[src/rtl/vga_timing_gen.sv]
// 640x480@60 raster timing source with a colour-return path aligned to hsync/vsync.
// Optional: define VGA_TEST_PATTERN_EN to replace RGBIn with internal colour bars.
module vga_timing_gen #(
    parameter int H_VISIBLE   = 640,
    parameter int H_FRONT     = 16,
    parameter int H_SYNC      = 96,
    parameter int H_BACK      = 48,
    parameter int V_VISIBLE   = 480,
    parameter int V_FRONT     = 10,
    parameter int V_SYNC      = 2,
    parameter int V_BACK      = 33,
    parameter int RGB_LATENCY = 1
) (
    input  logic        clk,
    input  logic        reset,
    input  logic        pixelEn,
    input  logic [7:0]  RGBIn,
    output logic [10:0] pixelX,
    output logic [10:0] pixelY,
    output logic        startOfFrame,
    output logic        hSyncN,
    output logic        vSyncN,
    output logic [3:0]  red,
    output logic [3:0]  green,
    output logic [3:0]  blue
);

    localparam int H_TOTAL = H_VISIBLE + H_FRONT + H_SYNC + H_BACK;
    localparam int V_TOTAL = V_VISIBLE + V_FRONT + V_SYNC + V_BACK;

    localparam logic [10:0] H_END_ACT  = 11'(H_VISIBLE - 1);
    localparam logic [10:0] H_END_FP   = 11'(H_VISIBLE + H_FRONT - 1);
    localparam logic [10:0] H_END_SYNC = 11'(H_VISIBLE + H_FRONT + H_SYNC - 1);
    localparam logic [10:0] H_LAST     = 11'(H_TOTAL - 1);
    localparam logic [10:0] V_END_ACT  = 11'(V_VISIBLE - 1);
    localparam logic [10:0] V_END_FP   = 11'(V_VISIBLE + V_FRONT - 1);
    localparam logic [10:0] V_END_SYNC = 11'(V_VISIBLE + V_FRONT + V_SYNC - 1);
    localparam logic [10:0] V_LAST     = 11'(V_TOTAL - 1);

    localparam logic [1:0] H_ACTIVE  = 2'd0;
    localparam logic [1:0] H_FRONT_P = 2'd1;
    localparam logic [1:0] H_SYNC_P  = 2'd2;
    localparam logic [1:0] H_BACK_P  = 2'd3;
    localparam logic [1:0] V_ACTIVE  = 2'd0;
    localparam logic [1:0] V_FRONT_P = 2'd1;
    localparam logic [1:0] V_SYNC_P  = 2'd2;
    localparam logic [1:0] V_BACK_P  = 2'd3;

    logic [1:0] h_state, h_next;
    logic [1:0] v_state, v_next;
    logic       line_end, frame_last_line;
    logic       hs_raw, vs_raw, visible;
    logic       at_origin, origin_q;
    logic [7:0] pix_rgb;

    logic [RGB_LATENCY:0]   hs_pipe;
    logic [RGB_LATENCY:0]   vs_pipe;
    logic [RGB_LATENCY-1:0] vis_pipe;

    assign line_end        = (pixelX == H_LAST);
    assign frame_last_line = (pixelY == V_LAST);

    always_ff @(posedge clk) begin
        if (reset) begin
            pixelX <= '0;
            pixelY <= '0;
        end else if (pixelEn) begin
            if (line_end) begin
                pixelX <= '0;
                pixelY <= frame_last_line ? 11'd0 : pixelY + 11'd1;
            end else begin
                pixelX <= pixelX + 11'd1;
            end
        end
    end

    // State registers move with the counters, so each state always describes the current pixelX/pixelY
    always_comb begin
        h_next = h_state;
        case (h_state)
            H_ACTIVE:  if (pixelX == H_END_ACT)  h_next = H_FRONT_P;
            H_FRONT_P: if (pixelX == H_END_FP)   h_next = H_SYNC_P;
            H_SYNC_P:  if (pixelX == H_END_SYNC) h_next = H_BACK_P;
            H_BACK_P:  if (line_end)             h_next = H_ACTIVE;
            default:                             h_next = H_ACTIVE;
        endcase
    end

    always_comb begin
        v_next = v_state;
        if (line_end) begin
            case (v_state)
                V_ACTIVE:  if (pixelY == V_END_ACT)  v_next = V_FRONT_P;
                V_FRONT_P: if (pixelY == V_END_FP)   v_next = V_SYNC_P;
                V_SYNC_P:  if (pixelY == V_END_SYNC) v_next = V_BACK_P;
                V_BACK_P:  if (frame_last_line)      v_next = V_ACTIVE;
                default:                             v_next = V_ACTIVE;
            endcase
        end
    end

    always_ff @(posedge clk) begin
        if (reset) begin
            h_state <= H_ACTIVE;
            v_state <= V_ACTIVE;
        end else if (pixelEn) begin
            h_state <= h_next;
            v_state <= v_next;
        end
    end

    assign hs_raw  = (h_state != H_SYNC_P);
    assign vs_raw  = (v_state != V_SYNC_P);
    assign visible = (pixelX < 11'(H_VISIBLE)) && (pixelY < 11'(V_VISIBLE));

    // Edge-detect on the origin so a stall parked at (0,0) yields a single pulse
    assign at_origin = (pixelX == 11'd0) && (pixelY == 11'd0);

    always_ff @(posedge clk) begin
        if (reset) begin
            origin_q     <= 1'b0;
            startOfFrame <= 1'b0;
        end else begin
            origin_q     <= at_origin;
            startOfFrame <= at_origin && !origin_q;
        end
    end

`ifdef VGA_TEST_PATTERN_EN
    logic [RGB_LATENCY-1:0][10:0] x_pipe;

    function automatic logic [7:0] bar_color(input logic [10:0] x);
        if      (x < 11'd80)  return 8'hFF;
        else if (x < 11'd160) return 8'hFC;
        else if (x < 11'd240) return 8'h1F;
        else if (x < 11'd320) return 8'h1C;
        else if (x < 11'd400) return 8'hE3;
        else if (x < 11'd480) return 8'hE0;
        else if (x < 11'd560) return 8'h03;
        else                  return 8'h00;
    endfunction

    always_ff @(posedge clk) begin
        if (reset) begin
            x_pipe <= '0;
        end else if (pixelEn) begin
            x_pipe[0] <= pixelX;
            for (int i = 1; i < RGB_LATENCY; i++) x_pipe[i] <= x_pipe[i-1];
        end
    end

    assign pix_rgb = bar_color(x_pipe[RGB_LATENCY-1]);
`else
    assign pix_rgb = RGBIn;
`endif

    // The colour register is the final stage of the visible pipe; sync pipes carry one extra stage to match
    always_ff @(posedge clk) begin
        if (reset) begin
            hs_pipe  <= '1;
            vs_pipe  <= '1;
            vis_pipe <= '0;
            red      <= '0;
            green    <= '0;
            blue     <= '0;
        end else if (pixelEn) begin
            hs_pipe[0]  <= hs_raw;
            vs_pipe[0]  <= vs_raw;
            vis_pipe[0] <= visible;
            for (int i = 1; i <= RGB_LATENCY; i++) begin
                hs_pipe[i] <= hs_pipe[i-1];
                vs_pipe[i] <= vs_pipe[i-1];
            end
            for (int i = 1; i < RGB_LATENCY; i++) vis_pipe[i] <= vis_pipe[i-1];
            if (vis_pipe[RGB_LATENCY-1]) begin
                red   <= {pix_rgb[7:5], pix_rgb[7]};
                green <= {pix_rgb[4:2], pix_rgb[4]};
                blue  <= {pix_rgb[1:0], pix_rgb[1:0]};
            end else begin
                red   <= '0;
                green <= '0;
                blue  <= '0;
            end
        end
    end

    assign hSyncN = hs_pipe[RGB_LATENCY];
    assign vSyncN = vs_pipe[RGB_LATENCY];

endmodule

[config.mk]
export PLATFORM = sky130hd
export DESIGN_NAME = vga_timing_gen
export DESIGN_NICKNAME = d
export VERILOG_FILES = /design/src/rtl/vga_timing_gen.sv
export SDC_FILE = /design/constraint.sdc
export NUM_CORES = 1
export LEC_CHECK = 0
export BUFFER_PORTS_ARGS = -buffer_cell sky130_fd_sc_hd__buf_2
export CAP_MARGIN = 10
export CELL_PAD_IN_SITES_DETAIL_PLACEMENT = 0
export CELL_PAD_IN_SITES_GLOBAL_PLACEMENT = 2
export CORE_UTILIZATION = 34
export CTS_CLUSTER_SIZE = 12
export DETAILED_ROUTE_END_ITERATION = 7
export PLACE_DENSITY_LB_ADDON = 0.1
export RECOVER_POWER = 25
export SLEW_MARGIN = 40
export SYNTH_ARGS = -nofsm -noshare
export SYNTH_HDL_FRONTEND = slang
export SYNTH_SLANG_ARGS = --single-unit
[constraint.sdc]
create_clock -name clk -period 3.43 [get_ports clk]
set_input_delay 0.8575 -clock clk [delete_from_list [all_inputs] [get_ports clk]]
set_output_delay 0.8575 -clock clk [all_outputs]
set_load 0.03 [all_outputs]
==> flow_summary.json, run 1 <==
{
  "status": "complete, no violations",
  "nets": 302,
  "critPathLaunchType": "input pin",
  "crit_fanout": 16,
  "cts_root_buf": "clkbuf_8",
  "dp_cells": 344,
  "syn-instance-count": 236,
  "yosysTopAreaCell": "dfxtp_1",
  "synthArstFlopShare": 0,
  "gp_congestion": 0.713,
  "antenna_found_initial": 0,
  "ys.warnings.count": 0,
  "synth_flop_cell": "dfxtp_1",
  "finalSetupTns_ns": 0,
  "worstSetupEndpoint": "h_state[1]",
  "hold_violations": 0,
  "postCtsSetupBuffers": 0,
  "leakage_nw": 1.02,
  "grt.overflow.total": 0,
  "reg2reg_depth": 5,
  "clock_skew_ns": 0.00868,
  "ys_types": 44,
  "postRouteAntennaNets": 0,
  "htree_num_levels": 2,
  "rows": 28,
  "num_vias": 1699,
  "arrival_ns": 2.69,
  "worst-slew-pin-transition_ns": 0.838,
  "drive_above_1_share": 0.188,
  "crit_path_end_kind": "flop",
  "synth_area_leaders": "dfxtp_1 (39%), ha_1 (9.0%), nor2_1 (6.8%)",
  "clkSinkCount": 41,
  "numCtsBuffers": 5,
  "avgSynthCellArea_um2": 8.83,
  "dieArea_mm2": 0.00645,
  "worstSetupPathType": "in -> reg",
  "vias_per_cell": 4.83,
  "setup_violations": 0,
  "regToRegSetupSlack_ns": 1.39,
  "stdcell_count": 352,
  "cts_hold_buffers": 0,
  "ys_ff_latch": 41,
  "dpl.hpwl_um": 3250,
  "cts_resized": 0,
  "clockBufferDepth": 2,
  "synth_top_cell_area_share": 0.394,
  "clkSlewWorstSetupHoldPaths_ns": 0.08,
  "cts_tree": "yes",
  "drv_cap": 0,
  "syn_nets": 262,
  "antenna_cells": 0,
  "min_period_ns": 2.50,
  "syn_to_final_growth_pct": 15.4,
  "port_buffers": 47,
  "grt_pass1_vias": 1599,
  "drt-initial-drc-count": 57,
  "track_usage": 0.156,
  "start_util": 0.352,
  "irDropWorstVdd_mv": 0.216,
  "grt_start_max_net_pins": 18,
  "drcViolationCount": 0,
  "hold_class": "reg -> reg",
  "crit-reg2reg-launch": "pixelX[0]",
  "drtPass1Iterations": 4,
  "worstPathRequired_ns": 3.62,
  "wl_per_cell_um": 12.7,
  "max_clock_freq_mhz": 400,
  "rsz0062_at_grt": "false",
  "synth_area_mm2": 0.00208,
  "wl_um": 4480,
  "startpoint": "pixelEn",
  "num_io_pins": 48,
  "worstSkewPairLatency_ns": 0.30,
  "dieWidth_um": 80.3,
  "power_per_cell_area_mw_per_mm2": 358,
  "post-route-period-util": 0.729,
  "slew_headroom": 0.441,
  "slew_violations": 0,
  "die_height_um": 80.3,
  "n_fill_cell": 626,
  "rr_endpoint": "pixelY[0]",
  "grt_pass1_wl_um": 7680,
  "synth_seq_area_share": 0.394,
  "synth_edf_count": 0,
  "core_area_mm2": 0.00592
}
state kept, by name, indices dropped and copies added, names as in the netlist:
register      cells
pixelX           11
pixelY           11
green             3
red               3
blue              2
h_state           2
hs_pipe           2
v_state           2
vs_pipe           2
origin_q          1
startOfFrame      1
vis_pipe          1
cell type report:
type                            instances  area [um2]  share of cell area
Clock buffer                            6        72.6              0.0302
Clock inverter                          2        10.0             0.00416
Inverter                               13        48.8              0.0203
Multi-Input combinational cell        168        1130               0.471
Sequential cell                        41         821               0.341
Tap cell                               75        93.8              0.0390
Timing Repair Buffer                   47         226              0.0941
metrics by stage:
step / worst slack (ns) / cell area (um2) / utilization / power (mW) / hold WS (ns)
2_1_floorplan: 1.44 / 2080 / - / 0.544 / 0.367
3_3_place_gp: 1.03 / 2330 / 0.394 / 0.564 / 0.371
3_5_place_dp: 0.995 / 2330 / 0.394 / 0.564 / 0.374
4_1_cts: 1.31 / 2410 / 0.408 / 0.878 / 0.386
5_1_grt: 0.693 / 2410 / 0.406 / 0.906 / 0.406
6_report: 0.929 / 2410 / 0.406 / 0.862 / 0.386
cells in the final DEF, fill, tap and decap left out, types with 3 or more instances in the layout:
cell type,netlist,layout
nor2b_1,3,3
clkbuf_8,0,5
and4_1,3,3
dfxtp_1,41,41
a22oi_1,8,8
nor4_1,3,3
buf_2,4,40
ha_1,15,15
mux2i_1,3,3
clkbuf_1,4,8
a21oi_1,3,3
and3_1,4,4
inv_1,11,11
nor2_1,38,38
nand3_1,8,8
xnor2_1,5,5
o21ai_0,3,3
xor2_1,15,15
nand2_1,18,18
nand4_1,13,13
synth_stat cells, drive strengths merged (4+ instances only):
master,number
a22oi,8
and3,4
buf,9
clkbuf,5
dfxtp,41
ha,15
inv,11
nand2,18
nand3,8
nand4,13
nor2,38
o21ai,5
xnor2,5
xor2,15
worst min path at each step:
stage	end	cells past startpoint	from	slack (ns)
2_1_floorplan	startOfFrame	1	origin_q	0.37
3_3_place_gp	startOfFrame	1	origin_q	0.37
3_5_place_dp	startOfFrame	1	origin_q	0.37
4_1_cts	startOfFrame	1	origin_q	0.39
5_1_grt	startOfFrame	1	origin_q	0.41
6_report	startOfFrame	1	origin_q	0.39
metal layers:
layer,vias to the layer above,wire length [um],GRT usage
met4,0,74,0.0589
met1,770,2290,0.208
li1,891,-,-
met5,-,0,0
met2,32,1950,0.242
met3,6,155,0.0375
critical path, stage by stage:
cell	delay [ns]
clkbuf_1	0.54
clkinv_1	0.50
a221oi_2	0.42
a211oi_1	0.13
a41o_1	0.23
power breakdown:
group	internal (mW)	leakage [nW]	switching [mW]
Sequential	0.484	0.332	0.00576
Clock	0.141	0.0450	0.169
Combinational	0.0194	0.640	0.0417
logic make-up after synthesis:
group | after synthesis | synth area share
DFF | 41 | 0.394
and+or+nand+nor | 103 | 0.254
adders and majority gates | 15 | 0.0900
muxes | 3 | 0.0144
buffers and inverters | 27 | 0.0624
xor gates and xnor gates | 20 | 0.0840
AOI/OAI and AO/OA | 27 | 0.101
No activity file was read; power rests on OpenSTA's default activity.
==> run 2, diff against run 1 <==
CORE_UTILIZATION = 31   (was 34)
clock period = 2.4 ns   (was 3.43 ns; I/O delays follow)
==> run 2 against run 1 <==
The flow now finishes with violations (design-rule violations). Total power rose by 45%. First-iteration DRC count rose by 33%. Cell count rose by 1.4%. Critical path depth rose by 2. Clock skew fell by 0.0047 ns. Count of clock-buffer cells in the layout rose by 1. Combinational power rose by 50%. Global-route usage fell by 0.35 points. Cell area rose by 1.1%. Via count rose by 2.1%. Register-to-register slack got worse by 0.94 ns. Largest cell class unchanged. Largest power group unchanged.
==> flow_summary.json, run 2 (synthesis results as in run 1) <==
{
  "wl_um": 4760,
  "rows": 29,
  "clkSinkCount": 41,
  "reg_top3": "pixelX: 11 flops, pixelY: 11 flops",
  "dpl.hpwl_um": 3480,
  "cts_root_buf": "clkbuf_8",
  "hold_violations": 0,
  "placed_area_mm2": 0.00236,
  "met1_usage": 0.210,
  "die_height_um": 84,
  "clkPwrFrac": 0.368,
  "fin_area_mm2": 0.00243,
  "syn_to_final_growth_pct": 16.7,
  "start_util": 0.325,
  "worstSkewPairLatency_ns": 0.29,
  "irDropWorstVdd_mv": 0.232,
  "grt_use_met2": 0.236,
  "holdWs_ns": 0.388,
  "seq_power_share": 0.559,
  "final_util": 0.379,
  "track_usage": 0.152,
  "slew_violations": 0,
  "drtPass1Iterations": 6,
  "core_area_mm2": 0.00642,
  "post-route-period-util": 0.852,
  "grt_start_max_net_pins": 18,
  "drive_above_1_share": 0.193,
  "busiest_layer": "met2",
  "dieWidth_um": 84,
  "drv_cap": 0,
  "drcViolationCount": 8,
  "most-common-layout-cells": "buf_2 (42), dfxtp_1 (41), nor2_1 (38), nand2_1 (18)",
  "p_sw_frac": 0.241,
  "comb_power_share": 0.073,
  "wl_per_cell_um": 13.3,
  "worstPathRequired_ns": 2.57,
  "finalSetupTns_ns": 0,
  "slew_headroom": 0.455,
  "fin_ws_ns": 0.356,
  "place_ws_ns": 0.467,
  "min_period_ns": 2.04,
  "rsz0062_at_grt": "false",
  "vias_per_cell": 4.86,
  "clkSlewWorstSetupHoldPaths_ns": 0.07,
  "grt_pass1_wl_um": 8560,
  "crit_fanout": 12,
  "power.net_switching_mw": 0.302,
  "cts_tree": "yes",
  "drt-initial-drc-count": 76,
  "nets": 306,
  "gp_congestion": 0.721,
  "crit_path_end_kind": "flop",
  "dieArea_mm2": 0.00706,
  "postCtsSetupBuffers": 0,
  "antenna_found_initial": 0,
  "grt.overflow.total": 0,
  "power.internal_mw": 0.951,
  "numCtsBuffers": 5,
  "max_clock_freq_mhz": 489,
  "num_vias": 1735,
  "critPathLaunchType": "input pin",
  "power_per_cell_area_mw_per_mm2": 515,
  "postRouteAntennaNets": 0,
  "worstSetupPathType": "in -> reg",
  "status": "finished with violations",
  "antenna_cells": 0,
  "clock_skew_ns": 0.00399,
  "cts_hold_buffers": 0,
  "htree_num_levels": 2,
  "worst-slew-pin-transition_ns": 0.817,
  "setup_violations": 0,
  "leakage_nw": 1.03,
  "violations": "design-rule violations",
  "port_buffers": 47,
  "n_fill_cell": 693,
  "num_io_pins": 48,
  "cts_resized": 0,
  "grtUsageMet3": 0.0307,
  "layout_commonest_cell": "buf_2",
  "arrival_ns": 2.21,
  "hold_class": "reg -> reg",
  "grt_pass1_vias": 1720,
  "clockBufferDepth": 2
}
-- run 2: cell type report --
class	instances	area [um2]	area share
clock buffers	7	86.3	0.0355
inverters	13	48.8	0.0201
multi-input cells	168	1130	0.466
flip-flops and latches	41	821	0.337
well taps	77	96.3	0.0396
repair buffers	51	248	0.102
-- run 2: through the flow --
stage	total power, mW	cells
5_1_grt	1.32	357
3_3_place_gp	0.812	350
6_report	1.25	357
3_5_place_dp	0.812	350
4_1_cts	1.28	357
2_1_floorplan	0.778	236
-- run 2: final timing paths --
check	from	cells past startpoint	to	slack (ns)
setup reg to reg	pixelX[1]	5	v_state[0]	0.45
hold / removal	origin_q	1	startOfFrame	0.39
hold reg to reg	origin_q	1	startOfFrame	0.39
setup / recovery	pixelEn	7	pixelX[9]	0.36
-- run 2: power groups by stage --
stage               combinational (mW)  sequential (mW)  clock (mW)
floorplan                       0.0432            0.734           0
global placement                0.0957            0.716           0
detailed placement              0.0957            0.717           0
CTS                             0.0960            0.701       0.481
global route                     0.101            0.703       0.515
finish                          0.0915            0.701       0.460
-- run 2: critical path: stages --
cell	delay [ns]
buf_2	0.14
clkbuf_1	0.53
nand4_1	0.24
or2_2	0.39
nor2_1	0.14
xnor2_1	0.12
nor2_1	0.05
-- run 2: per-layer routing --
| metal | wire length, um | share of wire | vias to the layer above |
|---|---|---|---|
| met2 | 2060 | 0.43 | 36 |
| met3 | 158 | 0.033 | 5 |
| met5 | 0 | 0 | - |
| met4 | 51 | 0.011 | 0 |
| li1 | - | - | 902 |
| met1 | 2490 | 0.52 | 792 |
==> run 3, diff against run 2 <==
BUFFER_PORTS_ARGS = -buffer_cell sky130_fd_sc_hd__clkbuf_2   (was -buffer_cell sky130_fd_sc_hd__buf_2)
CAP_MARGIN = unset   (was 10)
==> run 3 against run 2 <==
The run still ends with design-rule violations left. Sequential power about the same. Non-clock buffer count unchanged. Cell count up 0.28%. Via count down 0.58%. Global-route usage down 0.29 points. Worst setup slack better by 0.021 ns. Critical path depth unchanged. Register-to-register slack worse by 0.04 ns. Sequential share of layout area up 0.087 points. Clock skew up 0.0078 ns. Core utilization down 0.097 points. Count of clock-buffer cells in the layout up 1. Critical endpoint unchanged.
==> flow_summary.json, run 3 (synthesis results as in run 1) <==
{
  "critPathLaunchType": "input pin",
  "path_delay_family": "simple AND/OR/NAND/NOR gates",
  "clockBufferDepth": 2,
  "wl_met1_um": 2510,
  "hold_class": "reg -> reg",
  "crit-reg2reg-launch": "pixelX[0]",
  "reg_top3": "pixelX: 11 flops, pixelY: 11 flops",
  "crit_buf_inv": 2,
  "reg2reg_depth": 5,
  "most-common-layout-cells": "clkbuf_2 (42), dfxtp_1 (41), nor2_1 (38), nand2_1 (18)",
  "htree_num_levels": 2,
  "drv_cap": 0,
  "hold_violations": 0,
  "setup_violations": 0,
  "slew_headroom": 0.476,
  "holdWs_ns": 0.387,
  "post-route-period-util": 0.843,
  "layout_commonest_cell": "clkbuf_2",
  "finalSetupTns_ns": 0,
  "antenna_found_initial": 0,
  "stdcell_count": 358,
  "grt_pass1_wl_um": 8470,
  "worst-slew-pin-transition_ns": 0.786,
  "start_util": 0.325,
  "power.internal_mw": 0.929,
  "clkSlewWorstSetupHoldPaths_ns": 0.07,
  "track_usage": 0.150,
  "num_vias": 1725,
  "vias_per_cell": 4.82,
  "grt_pass1_vias": 1714,
  "wl_met3_um": 165,
  "postRouteAntennaNets": 0,
  "crit_fanout": 12,
  "path_common_cell": "nor2_1",
  "irDropWorstVdd_mv": 0.285,
  "slowest_stage": "clkbuf_1",
  "drive_above_1_share": 0.189,
  "nets": 306,
  "drcViolationCount": 7,
  "worstSetupPathType": "in -> reg",
  "power.net_switching_mw": 0.309,
  "leakage_nw": 0.999,
  "port_buffers": 47,
  "dpl.hpwl_um": 3450,
  "comb_power_share": 0.073,
  "clkPwrFrac": 0.361,
  "worstPathRequired_ns": 2.57,
  "wl_per_cell_um": 13.2,
  "num_io_pins": 48,
  "seq_power_share": 0.567,
  "dp_cells": 350,
  "power_mw": 1.24,
  "cts_tree": "yes",
  "grt_start_max_net_pins": 18,
  "numCtsBuffers": 5,
  "cp_cell_sequence": "clkbuf_2 -> clkbuf_1 -> nand4_1 -> or2_2 -> nor2_1 -> xnor2_1 -> nor2_1",
  "routed.top_layer": "met4",
  "drtPass1Iterations": 8,
  "worst_path_largest_cell_delay_ns": 0.51,
  "cts_root_buf": "clkbuf_8",
  "wl_um": 4740,
  "rsz0062_at_grt": "false",
  "clkSinkCount": 41,
  "dieArea_mm2": 0.00706,
  "rr_endpoint": "v_state[0]",
  "regToRegSetupSlack_ns": 0.41,
  "syn_to_final_growth_pct": 16.4,
  "arrival_ns": 2.19,
  "crit_path_end_kind": "flop",
  "max_clock_freq_mhz": 494,
  "p_sw_frac": 0.249,
  "violations": "design-rule violations",
  "dieWidth_um": 84,
  "core_area_mm2": 0.00642,
  "clock_skew_ns": 0.0118,
  "final_util": 0.378,
  "worstSkewPairLatency_ns": 0.30,
  "crit_cells": 7,
  "drt-initial-drc-count": 58,
  "rows": 29,
  "slew_violations": 0,
  "die_height_um": 84,
  "postCtsSetupBuffers": 0,
  "route.met2.wl_um": 2010,
  "cts_resized": 0,
  "cts_hold_buffers": 0,
  "grt.overflow.total": 0,
  "min_period_ns": 2.02,
  "status": "finished with violations",
  "antenna_cells": 0,
  "power_per_cell_area_mw_per_mm2": 510,
  "gp_congestion": 0.724,
  "worstSetupEndpoint": "pixelX[9]",
  "startpoint": "pixelEn"
}
run 3: cell count changes in the layout (fill, tap and decap cells not counted):
| cell | change |
|---|---|
| buf_2 | -42 |
| clkbuf_2 | +42 |
| clkbuf_1 | +2 |
| clkbuf_8 | -1 |
run 3: power by group through the flow:
stage | logic, mW | clock network [mW] | registers [mW]
finish | 0.0900 | 0.446 | 0.701
global route | 0.101 | 0.490 | 0.703
CTS | 0.0952 | 0.466 | 0.701
detailed placement | 0.0945 | 0 | 0.717
global placement | 0.0957 | 0 | 0.717
floorplan | 0.0432 | 0 | 0.734
run 3: worst min path at each step:
stage	start	endpoint	slack [ns]	depth (start not counted)
after floorplan	origin_q	startOfFrame	0.37	1
after detailed placement	origin_q	startOfFrame	0.38	1
after global routing	origin_q	startOfFrame	0.40	1
after global placement	origin_q	startOfFrame	0.37	1
after CTS	origin_q	startOfFrame	0.39	1
final	origin_q	startOfFrame	0.39	1
run 3: layer usage:
layer | vias to the layer above | GRT usage
li1 | 902 | -
met1 | 779 | 0.208
met2 | 39 | 0.234
met3 | 5 | 0.0307
met4 | 0 | 0.0423
met5 | - | 0
run 3: per-stage QoR:
stage	instance area (um2)	setup slack, ns
floorplan	2080	0.409
global placement	2360	0.484
detailed placement	2360	0.472
CTS	2440	0.411
global route	2430	0.191
finish	2430	0.377
run 3: area by class of cell:
class                      count  area [um2]
tap                           77        96.3
timing repair buffer          51         248
inverter                      13        48.8
clock buffer                   8        80.1
fill                         689        4000
sequential                    41         821
multi-input combinational    168        1130
